### src/rtl/br_redirect_ctrl_pkg.sv
// Shared types and widths for the branch-redirect controller.
package br_redirect_ctrl_pkg;

  localparam int unsigned MISPRED_CNT_W = 32;
  localparam int unsigned PC_W          = 32;

  typedef enum logic [0:0] {
    BR_IDLE     = 1'b0,
    BR_REDIRECT = 1'b1
  } br_ctrl_state_t;

endpackage

### src/rtl/br_redirect_ctrl_sat_counter.sv
// Saturating up-counter: increments by one per inc pulse and sticks at all-ones.
// Ports: clk, rst (sync, active-high), inc (count enable), count (current value).
module sat_counter #(
  parameter int unsigned WIDTH = 32
) (
  input  logic             clk,
  input  logic             rst,
  input  logic             inc,
  output logic [WIDTH-1:0] count
);

  always_ff @(posedge clk) begin
    if (rst) begin
      count <= '0;
    end else if (inc && (count != {WIDTH{1'b1}})) begin
      count <= count + WIDTH'(1);
    end
  end

endmodule

### src/rtl/br_redirect_ctrl.sv
// Branch mispredict redirect controller: accepts one EX mispredict per pipeline
// advance, flushes the wrong path, and holds a redirect to fetch until taken.
// Ports: clk/rst; EX_br_req/EX_br_a/EX_pc_br mispredict from EX; stall_dcache,
//        stall_div in and their one-cycle-delayed copies out; redirect_valid,
//        redirect_pc, redirect_ready handshake to fetch; flush_ID, flush_EX_b
//        squash controls; mispredict_cnt accepted-mispredict counter.
module br_redirect_ctrl
  import br_redirect_ctrl_pkg::*;
(
  input  logic                     clk,
  input  logic                     rst,
  input  logic                     EX_br_req,
  input  logic                     EX_br_a,
  input  logic [PC_W-1:0]          EX_pc_br,
  input  logic                     stall_dcache,
  input  logic                     stall_div,
  output logic                     stall_dcache_buf,
  output logic                     stall_div_buf,
  input  logic                     redirect_ready,
  output logic                     redirect_valid,
  output logic [PC_W-1:0]          redirect_pc,
  output logic                     flush_ID,
  output logic                     flush_EX_b,
  output logic [MISPRED_CNT_W-1:0] mispredict_cnt
);

  br_ctrl_state_t state_q, state_d;
  logic           lock;
  logic           accept_c;

  // State register
  always_ff @(posedge clk) begin
    if (rst) begin
      state_q <= BR_IDLE;
    end else begin
      state_q <= state_d;
    end
  end

  // Next state, accept and flush decode
  always_comb begin
    state_d        = state_q;
    accept_c       = 1'b0;
    flush_ID       = 1'b0;
    flush_EX_b     = 1'b0;
    redirect_valid = 1'b0;
    case (state_q)
      BR_IDLE: begin
        // Buffered stalls block re-accepting the same branch while EX is frozen
        accept_c   = EX_br_req & ~lock & ~stall_dcache_buf & ~stall_div_buf & ~rst;
        flush_ID   = accept_c;
        flush_EX_b = accept_c & EX_br_a;
        if (accept_c) begin
          state_d = BR_REDIRECT;
        end
      end
      BR_REDIRECT: begin
        redirect_valid = 1'b1;
        flush_ID       = ~rst;
        if (redirect_ready) begin
          state_d = BR_IDLE;
        end
      end
      default: state_d = BR_IDLE;
    endcase
  end

  // Stall delay, lock and captured redirect target
  always_ff @(posedge clk) begin
    if (rst) begin
      stall_dcache_buf <= 1'b0;
      stall_div_buf    <= 1'b0;
      lock             <= 1'b0;
      redirect_pc      <= '0;
    end else begin
      stall_dcache_buf <= stall_dcache;
      stall_div_buf    <= stall_div;
      // Set wins over clear so an accept in an advancing cycle still locks
      if (accept_c) begin
        lock        <= 1'b1;
        redirect_pc <= EX_pc_br;
      end else if (!stall_dcache && !stall_div) begin
        lock <= 1'b0;
      end
    end
  end

  sat_counter #(
    .WIDTH(MISPRED_CNT_W)
  ) u_mispred_cnt (
    .clk  (clk),
    .rst  (rst),
    .inc  (accept_c),
    .count(mispredict_cnt)
  );

endmodule

### config.mk
export PLATFORM = sky130hd
export DESIGN_NAME = br_redirect_ctrl
export DESIGN_NICKNAME = d
export VERILOG_FILES = /design/src/rtl/br_redirect_ctrl_pkg.sv /design/src/rtl/br_redirect_ctrl_sat_counter.sv /design/src/rtl/br_redirect_ctrl.sv
export SDC_FILE = /design/constraint.sdc
export NUM_CORES = 1
export LEC_CHECK = 0
export ABC_AREA = 1
export CORE_ASPECT_RATIO = 1.4
export CORE_MARGIN = 1
export CORE_UTILIZATION = 30
export DETAILED_ROUTE_END_ITERATION = 6
export PLACE_DENSITY_LB_ADDON = 0.08
export SYNTH_ARGS = -nofsm -noshare
export SYNTH_HDL_FRONTEND = slang
export SYNTH_HIERARCHICAL = 1
export SYNTH_SLANG_ARGS = --single-unit
### constraint.sdc
create_clock -name clk -period 3.1 [get_ports clk]
set_input_delay 0.93 -clock clk [delete_from_list [all_inputs] [get_ports clk]]
set_output_delay 0.93 -clock clk [all_outputs]
set_load 0.02 [all_outputs]
# == Yosys cells after proc, flatten, opt, wreduce, memory -nomap -nowiden ==
# Cells that the tools add are included.
# word_totals
regBits,68
in_bits,39
wordCells,32
# classes
addsub,1
n_eq_ne,1
n_mux,9
n_bitwise,10
n_reduce_logical,5
# op_table
cell,n
"adder 32 x 1 -> 32 bit, second input constant",1
"inequality test 32 bit, second input constant",1
2-to-1 mux 1 bit,7
AND 1 bit,5
NOT 1 bit,5
case mux 1 bit (2 select lines),2
logical AND 1 bit,2
logical NOT 1 bit,2
nonzero test 2 bit,1

# == Longest topological paths before layout ==
# Gate-level depths: netlist of the first run.
# depth
word_depth,7
mapped_depth,15
ltp_nobuf,13

# == Cells and area by module ==
# The synthesis of the first run kept the hierarchy.
# modules_own_cells
module,n_inst,cells_per_inst,area_each_um2
sat_counter,1,324,2062.0
br_redirect_ctrl,1,224,1460.2

# == Worst setup path after synthesis of the first run ==
# OpenSTA, ideal clock, no wires.
# synth_timing
path_kind,input-to-output
start,input port EX_br_req
end,output port flush_EX_b
arrival_ns,1.713
t_required_ns,2.170
path_slack_ns,0.457
path_stages,6
n_path_buf,2
cell_sequence,inv_1 nor2_1 nand3_2 buf_6 buf_6 nor2_1
# synth_between
elab_chain_cells,6
# synth_lines
element,line,text
from (decl),br_redirect_ctrl.sv:12,"input logic EX_br_req,"
AND 1 bit (4 in series),br_redirect_ctrl.sv:50,accept_c = EX_br_req & ~lock & ~stall_dcache_buf & ~stall_div_buf & ~rst;
AND 1 bit,br_redirect_ctrl.sv:52,flush_EX_b = accept_c & EX_br_a;
2-to-1 mux 1 bit,br_redirect_ctrl.sv:47,case (state_q)
to (decl),br_redirect_ctrl.sv:23,"output logic flush_EX_b,"
# No other way between the ends.

# == Final worst setup path of the first run ==
# layout_timing
start,input port EX_br_req
end,output port flush_ID
# layout_between
elab_chain_cells,5
# layout_lines
element,line,text
AND 1 bit (4 in series),br_redirect_ctrl.sv:50,
case mux 1 bit (2 select lines),br_redirect_ctrl.sv:47,
to (decl),br_redirect_ctrl.sv:22,"output logic flush_ID,"
# No other way between the ends.

==> results of run 1 <==
==> synth_stat cells, drive strengths merged <==
library cell / instances
nand3: 32
clkinv: 1
clkbuf: 1
buf: 17
ha: 1
and2: 1
nor3: 4
o21ai: 3
nand2: 163
inv: 69
nand3b: 1
nor2: 149
nand4: 14
dfxtp: 68
a21oi: 19
a31oi: 5
==> cell families (layout without fill, tap and decap cells) <==
family	after synthesis	after routing	share of synthesized area (%)
buffers and inverters	88	205	11.1
AND/OR/NAND/NOR	364	364	45.8
flip-flops	68	68	38.7
adder cells (fa/ha/maj)	1	1	0.355
AO/OA/AOI/OAI	27	27	4.12
==> metrics by stage <==
stage | cells | power [mW]
2_1_floorplan | 548 | 1.08
3_3_place_gp | 793 | 1.21
3_5_place_dp | 793 | 1.22
4_1_cts | 809 | 2.37
5_1_grt | 809 | 2.44
6_report | 809 | 2.33
==> repair_timing <==
item,4_1_cts,5_1_grt
gates resized for setup,2,2
setup endpoints to repair,2,1
buffers inserted,0,0
==> tightest hold or removal path, cell delays in order (launching register included) <==
cell and delay (ns):
dfxtp_1 0.34, nand2_1 0.07, a21oi_1 0.05
==> registers in the layout, indices dropped and copies added, names as in the netlist <==
signal / cells
u_mispred_cnt/count: 32
lock: 1
state_q: 1
stall_div_buf: 1
redirect_pc: 32
stall_dcache_buf: 1
==> area by class of cell <==
cell class / count / share of cell area (%)
Timing Repair Buffer: 119 / 23.0
Clock inverter: 6 / 1.87
Inverter: 70 / 5.18
Tap cell: 144 / 3.55
Sequential cell: 68 / 26.8
Clock buffer: 10 / 4.71
Multi-Input combinational cell: 392 / 34.9
==> path summary, 6_finish.rpt <==
path | slack (ns) | startpoint | to | cells after the start
max | 0.11 | EX_br_req | flush_ID | 6
max reg2reg | 1.00 | stall_dcache_buf$_SDFF_PP0_ | u_mispred_cnt/count[25]$_SDFFE_PP0P_ | 13
min | 0.51 | u_mispred_cnt/count[1]$_SDFFE_PP0P_ | u_mispred_cnt/count[1]$_SDFFE_PP0P_ | 2
min reg2reg | 0.51 | u_mispred_cnt/count[1]$_SDFFE_PP0P_ | u_mispred_cnt/count[1]$_SDFFE_PP0P_ | 2
==> routing by layer <==
layer / vias to the layer above / part of all wire [%] / GRT usage [%]
met1: 1612 / 40 / 18.2
met5: - / 0 / 0
met2: 97 / 51 / 30.8
li1: 1893 / - / -
met4: 0 / 1.6 / 6.97
met3: 10 / 7.3 / 6.47
==> power groups by stage <==
stage	sequential, mW	combinational, mW	clock (mW)
finish	0.924	0.270	1.14
global route	0.929	0.300	1.22
CTS	0.924	0.273	1.17
detailed placement	0.943	0.272	0
global placement	0.942	0.270	0
floorplan	0.980	0.0958	0
==> results.txt, run 1 <==
Fin util: 44.5%
Post-synth net total: 588
IO Port Bufs: 107
Fin Setup TNS: 0 ns
DRC: 0
Die Wd: 93.6 microns
Via density per instance: 4.46
GP Congestion: 0.844
ANT cells: 0
RSZ-0062 raised after global routing: false
CTS sink cnt: 68
Core ar.: 11400 sq um
Share of layout cells above drive strength 1: 9.77%
Post-Syn Instances: 548
Placed cell areas: 4750 sq um
Vias in the first global route: 3440
Power per Cell Area: 460 nW/um^2
First-pass GRT wire length: 16200 microns
CP Launch Type: primary input
Worst path top cell family by delay: buffers and inverters
Area growth, synth to finish: 44.1%
H-Tree Depth: 3
Top cells by area, synth: dfxtp_1 39%, nand2_1 16%, nor2_1 15%
Total of max-cap violations: 0
Clock Skew: 0.00902 ns
First-pass DRT Iterations: 4
Starting DRC count in detailed routing: 113
Hpwl dp: 7270 microns
Peak per-stage delay on the critical path: 0.45 ns
Clock buffer depth: 2
Fill count: 1192
Status: finished clean
Via Count: 3612
Post-synthesis sequential area ratio: 38.7%
Synthesized area per cell: 6.43 sq um
CTS tree: yes
Sw Ratio: 24.0%
Area of the die: 12200 sq um
Final WS setup: 0.106 ns
Critical-path cell list: clkdlybuf4s50_1 -> inv_1 -> nor2_1 -> nand3_2 -> nand2_1 -> dlygate4sd2_1
CP max-delay cell: clkdlybuf4s50_1
Hold buffer count at cts: 0
Slew Limit Headroom: 63.0%
Sequential share of power: 39.6%
Int Power: 1.77 mW
Synth top area share: 38.7%
P_sw: 0.561 mW
WHS: 0.506 ns
Worst-Margin Slew: 0.554 ns
Clock slew at reported path FFs: 0.06 ns
Final period utilization: 96.6%
Hold Crit Class: reg -> reg
Initial core utilization: 30.9%
Root Buffer: clkbuf_16
Most frequent cells in the layout: 154 x nand2_1, 137 x nor2_1, 105 x clkdlybuf4s50_1
Maximum VDD drop: 0.280 mV
Arrival time worst endpoint: 2.06 ns
Place WS: -0.231 ns
Syn Std Cell Area: 3520 sq um
Seq cells post-synth: 68
Wirelength per Cell: 12.4 microns
Crit path max fanout: 5
Part of the power in the clock network: 48.8%
Inserted Clock Buffers: 9
CP required: 2.17 ns
Hold Fails Final Rpt: 0
Leading area contributor after synthesis: dfxtp_1
Fin. max-slew vios: 0
Comb pwr share: 11.6%
Ys Warns: 6
DRT antenna net count: 0
P_leak: 2.30 nW
Clock period minus worst slack: 2.99 ns
Register area: 1360 sq um
Area of the multi-input gates: 1770 sq um
All-Layer GR Usage: 17.2%
Later-pin clock latency in the skew report: 0.34 ns
Buf/Inv on CP: 3
Cell variety after synth: 28
Max Fclk: 334 MHz
Worst Path Class, Setup: in -> out
Largest net degree at the start of global routing: 47
Initial antenna violation count: 0
Final WL: 10000 microns
Core Rows: 46
Most common cell after layout, fill and taps aside: nand2_1
Worst Setup End Kind: primary output
I/O pins: 108
Gr ovfl total: 0
Final Cell Area: 5070 sq um
Die Ht: 130 microns
Final setup viols: 0
Layout net count: 700
Note: power is estimated with default switching activity, not from simulation.
==> run 2, diff against run 1 <==
--- a/config.mk
+++ b/config.mk
@@ -13,5 +13,4 @@
 export PLACE_DENSITY_LB_ADDON = 0.08
 export SYNTH_ARGS = -nofsm -noshare
 export SYNTH_HDL_FRONTEND = slang
-export SYNTH_HIERARCHICAL = 1
 export SYNTH_SLANG_ARGS = --single-unit
==> results.txt, run 2 <==
Status: finished clean (unchanged)
Seq cells post-synth: 68 (unchanged)
Layout net count: 642 (was 700)
Wirelength per Cell: 13.0 microns (was 12.4 microns)
Core ar.: 10500 sq um (was 11400 sq um)
Combinational family with the most area after synthesis: simple AND/OR/NAND/NOR gates (unchanged)
Post-synthesis compound-gate area fraction: 9.41% (was 4.12%)
Peak per-stage delay on the critical path: 0.47 ns (was 0.45 ns)
Post-synth EDFFs: 0 (unchanged)
Via density per instance: 4.59 (was 4.46)
Gr ovfl total: 0 (unchanged)
Area growth, synth to finish: 46.4% (was 44.1%)
Post-synthesis sequential area ratio: 41.6% (was 38.7%)
Worst Setup End Kind: primary output (unchanged)
H-Tree Depth: 3 (unchanged)
Cells on Worst Hold Path: 2 (unchanged)
Total power draw: 2.22 mW (was 2.33 mW)
CP required: 2.17 ns (about the same)
Share of layout cells above drive strength 1: 6.92% (was 9.77%)
Hpwl dp: 6920 microns (was 7270 microns)
Post-Syn Instances: 498 (was 548)
Crit path max fanout: 4 (was 5)
Hold buffer count at cts: 0 (unchanged)
Hold Fails Final Rpt: 0 (unchanged)
RSZ-0062 raised after global routing: false (unchanged)
Clock buffer depth: 2 (unchanged)
Root Buffer: clkbuf_16 (unchanged)
Via Count: 3416 (was 3612)
First-pass GRT wire length: 15900 microns (was 16200 microns)
XOR/XNOR Fraction of Synth Area: 0% (unchanged)
CP Launch Type: primary input (unchanged)
Async SR Flop Fraction: 0% (unchanged)
Final Cell Area: 4790 sq um (was 5070 sq um)
Fin. max-slew vios: 0 (unchanged)
Final period utilization: 96.1% (was 96.6%)
Worst path top cell family by delay: buffers and inverters (unchanged)
All-Layer GR Usage: 17.8% (was 17.2%)
Starting DRC count in detailed routing: 126 (was 113)
Clock period minus worst slack: 2.98 ns (was 2.99 ns)
Post-synth net total: 538 (was 588)
Core Rows: 44 (was 46)
IO Port Bufs: 107 (unchanged)
Clock Skew: 0.00765 ns (was 0.00902 ns)
DRC: 0 (unchanged)
DRT antenna net count: 0 (unchanged)
Fill count: 1102 (was 1192)
Total of max-cap violations: 0 (unchanged)
Fin util: 45.5% (was 44.5%)
Critical-path cell list: clkdlybuf4s50_1 -> nor2_1 -> nand3_2 -> nor2_1 -> clkdlybuf4s15_1 (was clkdlybuf4s50_1 -> inv_1 -> nor2_1 -> nand3_2 -> nand2_1 -> dlygate4sd2_1)
Worst Path Class, Setup: in -> out (unchanged)
Most common cell after layout, fill and taps aside: nand2_1 (unchanged)
R2R depth: 11 (was 13)
Postcts setup bufs: 0 (unchanged)
Initial core utilization: 31.1% (was 30.9%)
GP Congestion: 0.814 (was 0.844)
Slew Limit Headroom: 64.3% (was 63.0%)
Arrival time worst endpoint: 2.05 ns (was 2.06 ns)
CP max-delay cell: clkdlybuf4s50_1 (unchanged)
Post-Synth Simple-Gate Area: 41.4% (was 45.8%)
Top cells by area, synth: dfxtp_1 42%, nand2_1 18%, nor2_1 11% (was dfxtp_1 39%, nand2_1 16%, nor2_1 15%)
Clock slew at reported path FFs: 0.06 ns (about the same)
Most numerous cell in the Yosys netlist: nand2_1 (unchanged)
I/O pins: 108 (unchanged)
Levels on crit path: 5 (was 6)
Syn Std Cell Area: 3270 sq um (was 3520 sq um)
Most frequent cells in the layout: 159 x nand2_1, 105 x clkdlybuf4s50_1, 93 x nor2_1 (was 154 x nand2_1, 137 x nor2_1, 105 x clkdlybuf4s50_1)
CTS sink cnt: 68 (unchanged)
Die Ht: 126 microns (was 130 microns)
Post-synthesis adder-cell area fraction: 0.382% (was 0.355%)
Buf/Inv on CP: 2 (was 3)
Maximum VDD drop: 0.372 mV (was 0.280 mV)
Cell variety after synth: 22 (was 28)
Mux share of post-synthesis cell area: 0% (unchanged)
Largest net degree at the start of global routing: 48 (was 47)
Register area: 1360 sq um (unchanged)
CTS tree: yes (unchanged)
First-pass DRT Iterations: 4 (unchanged)
Largest registers: redirect_pc x32, u_mispred_cnt.count x32 (was redirect_pc x32, u_mispred_cnt/count x32)
Ys Warns: 0 (was 6)
Synth top area share: 41.6% (was 38.7%)
Vias in the first global route: 3223 (was 3440)
Crit-path most repeated cell: nor2_1
Die Wd: 90.3 microns (was 93.6 microns)
P_leak: 1.71 nW (was 2.30 nW)
Later-pin clock latency in the skew report: 0.34 ns (about the same)
WHS: 0.462 ns (was 0.506 ns)
Top post-synthesis cells by count: 159 x nand2_1, 93 x nor2_1, 68 x dfxtp_1 (was 154 x nand2_1, 137 x nor2_1, 68 x dfxtp_1)
Worst-Margin Slew: 0.536 ns (was 0.554 ns)
Final setup viols: 0 (unchanged)
Post-synth top flop: dfxtp_1 (unchanged)
Max Fclk: 336 MHz (was 334 MHz)
Initial antenna violation count: 0 (unchanged)
Hold Crit Class: reg -> reg (unchanged)
Leading area contributor after synthesis: dfxtp_1 (unchanged)
ANT cells: 0 (unchanged)
Area of the multi-input gates: 1670 sq um (was 1770 sq um)
Placed cell areas: 4460 sq um (was 4750 sq um)
Synthesized area per cell: 6.57 sq um (was 6.43 sq um)
Area of the die: 11300 sq um (was 12200 sq um)
Inserted Clock Buffers: 9 (unchanged)
Final WL: 9680 microns (was 10000 microns)
Power per Cell Area: 464 nW/um^2 (was 460 nW/um^2)
[run 2: area by class of cell]
type                       count  share of cell area (%)
inverter                      32                    2.51
timing repair buffer         114                    23.7
multi-input combinational    377                    35.0
sequential                    68                    28.4
tap                          138                    3.61
clock inverter                 6                    1.83
clock buffer                  10                    4.99
[run 2: timing repair]
| action | 4_1_cts | 5_1_grt |
|---|---|---|
| gates resized for setup | 2 | 1 |
| gates cloned | 0 | 0 |
| endpoints found under the setup margin | 2 | 1 |
[run 2: final timing paths]
path,from,end,slack (ns)
worst max register to register,u_mispred_cnt.count[1]$_SDFFE_PP0P_,u_mispred_cnt.count[7]$_SDFFE_PP0P_,0.99
worst max-delay path,rst,flush_EX_b,0.12
worst min-delay path,redirect_pc[30]$_SDFFE_PP0P_,redirect_pc[30]$_SDFFE_PP0P_,0.46
worst min register to register,redirect_pc[30]$_SDFFE_PP0P_,redirect_pc[30]$_SDFFE_PP0P_,0.46
[run 2: through the flow]
| step | setup TNS, ns | std cells | setup slack [ns] |
|---|---|---|---|
| global placement | -0.380 | 729 | -0.208 |
| global route | 0 | 745 | 0.0115 |
| CTS | 0 | 745 | 0.0709 |
| finish | 0 | 745 | 0.119 |
| floorplan | 0 | 498 | 0.321 |
| detailed placement | -0.365 | 729 | -0.206 |
[run 2: cell families after synthesis]
family / after synthesis
AOI/OAI and AO/OA: 60
adders and majority gates: 1
buffers and inverters: 53
DFF: 68
and+or+nand+nor: 316
[run 2: routing by layer]
layer  global-route usage [%]  up-vias  wire length [microns]  share of wire, %
li1                         -     1792                      -                 -
met1                     20.5     1489                   3990                41
met2                     29.2      111                   4630                48
met3                     4.93       24                    693               7.2
met4                     10.7        0                    366               3.8
met5                        0        -                      0                 0
[run 2: worst reg2reg max path, cell delays in order (launching register included)]
cell and delay [ns]:
dfxtp_1 0.41, ha_1 0.25, inv_1 0.05, nor2_1 0.16, nand2_1 0.11, nor2_1 0.12, nand2_1 0.32, buf_4 0.33
nand3_1 0.10, nand2_1 0.06, nand2_1 0.05, nor2_1 0.04
[run 2: where the power goes]
part	total (mW)	internal [mW]	switching, mW	leakage (nW)
registers	0.906	0.895	0.0113	0.550
clock network	1.12	0.726	0.397	0.162
logic	0.195	0.0990	0.0955	1.00
==> RTL edit 1: new RTL, settings of run 2 <==
Change the package constant `MISPRED_CNT_W` from 32 to 64.
--- a/src/rtl/br_redirect_ctrl_pkg.sv
+++ b/src/rtl/br_redirect_ctrl_pkg.sv
@@ -3,3 +3,3 @@
 
-  localparam int unsigned MISPRED_CNT_W = 32;
+  localparam int unsigned MISPRED_CNT_W = 64;
   localparam int unsigned PC_W          = 32;
Ports: changed (resized mispredict_cnt); port bits go from 108 to 140. No check against the original RTL was run, so the function may have changed too.
==> RTL edit 1 against run 2 <==
Global-route usage is 2.2 points higher; sequential cell count up 32; final cell count grew 70%; combinational power up 9%; area after synthesis grew 65%; design area is 53% higher; count of clock-buffer cells in the layout did not move; non-clock buffer count up 43; sequential power grew 46%; setup slack got worse by 0.0093 ns; synthesized cell count increased by 78%; routed wire length is 83% higher; power rose by 21%; largest cell class unchanged; highest routed layer unchanged.
==> RTL edit 1: results (changes against run 2) <==
power_and_ir_drop:
  vdd_drop_max_mv: 0.2114  # -43%
  power_frac_seq: 0.491  # +0.083
  p_comb_mw: 0.212  # +9%
  netSwitchingFraction: 0.2410  # +0.01442
  p_leak_nw: 2.558  # +49%
setup_path:
  slowest_delay_ns: 0.50  # +0.03 ns
  rr_endpoint: "u_mispred_cnt.count[45]"
  r2r_slack_ns: 0.84  # -0.15 ns
  reg2reg_depth: 12  # +1
final_layout:
  fillers: 1922  # +74%
  inv_count: 53  # +66%
  drive_gt1_frac: 0.05940  # -0.009796
  multi_input_gates: 701  # +86%
  multi_input_area_sq_mm: 0.003013  # +80%
  fin_nets: 1062  # +65%
  seq_area_sq_mm: 0.002002  # +47%
  seq_area_frac: 0.2735  # -0.01077
synth:
  synth_nets: 925  # +72%
  ys_top_cells_by_area: "dfxtp_1, nand2_1, nor2_1, a21oi_1, nand3_1"
  synth-compound-area-share: 0.08453  # -0.009543
  synth.distinct_cells: 27  # +23%
  ys_ff_latch: 100  # +47%
timing:
  max_freq_mhz: 334.5  # -0.31%
  worstMarginPinSlew_ns: 0.7132  # +0.1772 ns
  hold_slack_ns: 0.4629  # +0.0005650 ns
  clock_skew_ns: 0.01005  # +0.002396 ns
min_path:
  hold_start: "redirect_pc[19]"
run_status:
  status: "completed"
global_route:
  grt_pass1_wl_um: 28670  # +80%
  grt_usage: 0.2000  # +0.02218
drt:
  met3_length_um: 1031  # +49%
  wl_um: 17670  # +83%
  vias: 5813  # +70%
  drtIter0Drc: 233  # +85%
placed_design:
  dp_slack_ns: -0.2179  # -0.01168 ns
  port_buffers: 139  # +30%
  gp_congestion: 0.8328  # +2.3%
die:
  die_x_um: 115.4  # +28%
-- RTL edit 1: stage by stage --
| stage | setup TNS, ns | std cells | total power [mW] |
|---|---|---|---|
| final | 0 | 1263 | 2.684 |
| after global routing | 0 | 1263 | 2.793 |
| after global placement | -0.3736 | 1247 | 1.564 |
| after detailed placement | -0.4014 | 1247 | 1.564 |
| after CTS | 0 | 1263 | 2.730 |
| after floorplan | 0 | 885 | 1.453 |
-- RTL edit 1: per-layer routing --
metal  global-route usage  vias to the layer above
li1                     -                     3067
met1               0.2307                     2595
met2               0.3465                      127
met3              0.04264                       24
met4              0.09386                        0
met5                    0                        -
-- RTL edit 1: worst max path at each step --
stage / to / cells after the start / start
floorplan: flush_EX_b / 7 / rst
global placement: flush_EX_b / 5 / rst
detailed placement: flush_EX_b / 5 / rst
CTS: flush_EX_b / 5 / rst
global route: flush_ID / 5 / rst
finish: flush_ID / 5 / rst
==> RTL edit 2: new RTL, flow settings as in run 2 <==
Made on the original files. Add an input register stage for `stall_div`, without a reset; this delays it by one clock. The other inputs are not delayed to match. Comments in the files are not updated.
--- a/src/rtl/br_redirect_ctrl.sv
+++ b/src/rtl/br_redirect_ctrl.sv
@@ -25,2 +25,8 @@
 );
+
+  logic stall_div_q;
+
+  always_ff @(posedge clk) begin
+    stall_div_q <= stall_div;
+  end
 
@@ -76,3 +82,3 @@
       stall_dcache_buf <= stall_dcache;
-      stall_div_buf    <= stall_div;
+      stall_div_buf    <= stall_div_q;
       // Set wins over clear so an accept in an advancing cycle still locks
@@ -81,3 +87,3 @@
         redirect_pc <= EX_pc_br;
-      end else if (!stall_dcache && !stall_div) begin
+      end else if (!stall_dcache && !stall_div_q) begin
         lock <= 1'b0;
Function: changed (Yosys sat finds a counterexample within 4 cycles, from zero or initial values and one cycle with rst high).
==> RTL edit 2 against run 2 <==
Global-route usage is 0.41 points lower; fmax is essentially flat; register-to-register slack gained 0.28 ns; routed wire length is 2.9% lower; power grew 0.20%; design area increased by 0.10%; area after synthesis is 0.61% higher; final cell count is 0.13% higher; setup slack better by 0.00053 ns; sequential power rose by 2%; sequential cell count grew 1; utilization is essentially flat; critical path depth increased by 1; critical endpoint unchanged.
==> RTL edit 2: results (changes against run 2) <==
placed_design:
  gp_congestion: 0.8266  # +1.5%
  place_hpwl_um: 6791  # -1.8%
drt:
  drt_first_pass_iters: 6  # +2
  vias: 3469  # +1.6%
  drtIter0Drc: 157  # +25%
  wl_um: 9399  # -2.9%
clocking:
  numCtsBuffers: 9  # unchanged
  clk_pin_slew_ns: 0.06  # about the same
synth:
  ys_top_cells_by_count: "nand2_1, nor2_1, dfxtp_1"
  synth-seq-area-share: 0.4196  # +0.003551
  synth_nets: 539  # +0.19%
  ys_top_cells_by_area: "dfxtp_1, nand2_1, nor2_1, a21oi_1, nand3_1"
setup_path:
  path_max_fanout: 3  # -1
  cp.arrival_ns: 2.05  # about the same
global_route:
  grt_pass1_wl_um: 15790  # -0.87%
  grt_pass1_vias: 3276  # +1.6%
  grt_usage: 0.1738  # -0.004099
timing:
  clock_skew_ns: 0.005567  # -0.002083 ns
  worstMarginPinSlew_ns: 0.5226  # -0.01334 ns
  drv_slew: 0  # unchanged
power_and_ir_drop:
  netSwitchingFraction: 0.2310  # +0.004472
  vdd_drop_max_mv: 0.3237  # -13%
  p_leak_nw: 1.721  # +0.43%
run_status:
  status: "completed"
final_layout:
  drive_gt1_frac: 0.06908  # -0.0001138
  fin_nets: 643  # +0.16%
RTL edit 2: worst paths after layout:
kind | cells after the start | from | endpoint | slack, ns
max | 6 | EX_br_req | flush_EX_b | 0.12
min | 2 | stall_div_q | stall_div_buf | 0.41
max reg2reg | 10 | u_mispred_cnt.count[1] | u_mispred_cnt.count[16] | 1.27
min reg2reg | 2 | stall_div_q | stall_div_buf | 0.41
RTL edit 2: power by group through the flow:
stage	sequential, mW	clock [mW]	combinational [mW]
floorplan	0.963	0	0.0649
detailed placement	0.940	0	0.197
finish	0.920	1.11	0.193
CTS	0.920	1.15	0.196
global placement	0.939	0	0.197
global route	0.923	1.19	0.211
RTL edit 2: per-stage QoR:
stage | instance area, sq um | util | hold WS, ns | cells | setup slack (ns)
after floorplan | 3292 | - | 0.3994 | 499 | 0.3215
after global placement | 4472 | 0.4253 | 0.4105 | 730 | -0.1769
after detailed placement | 4472 | 0.4253 | 0.4070 | 730 | -0.1856
after CTS | 4792 | 0.4557 | 0.4152 | 746 | 0.08129
after global routing | 4795 | 0.4560 | 0.4445 | 746 | 0.02588
final | 4795 | 0.4560 | 0.4123 | 746 | 0.1199
RTL edit 2: area by class of cell:
| type | instances | area, sq um |
|---|---|---|
| clock buffers | 9 | 225.2 |
| clock inverters | 7 | 97.59 |
| fillers | 1077 | 5720 |
| inverters | 32 | 120.1 |
| multi-input cells | 377 | 1674 |
| flip-flops and latches | 69 | 1381 |
| well taps | 138 | 172.7 |
| repair buffers | 114 | 1124 |
RTL edit 2: cell families after synthesis:
kind of cell    Yosys count  synth area share
fa+ha+maj                 1          0.003800
flops                    69            0.4196
buf+inv                  53           0.07184
compound gates           60           0.09350
simple gates            316            0.4112
RTL edit 2: worst max-delay path, stage by stage:
cell	delay [ns]
clkdlybuf4s50_1	0.46
inv_1	0.04
nor2_1	0.10
nand3_2	0.09
nor2_1	0.09
dlygate4sd2_1	0.33
RTL edit 2: metal layers:
metal / up-vias / routed length, um / global-route usage
met5: - / 0 / 0
met4: 0 / 256 / 0.08065
met3: 14 / 652 / 0.05374
met2: 100 / 4633 / 0.2972
met1: 1559 / 3856 / 0.1960
li1: 1796 / - / -
RTL edit 2: timing repair:
action / 4_1_cts / 5_1_grt
hold buffers: 0 / 0
endpoints found under the setup margin: 2 / 2
hold endpoints to repair: 0 / 0
gates resized for setup: 2 / 1
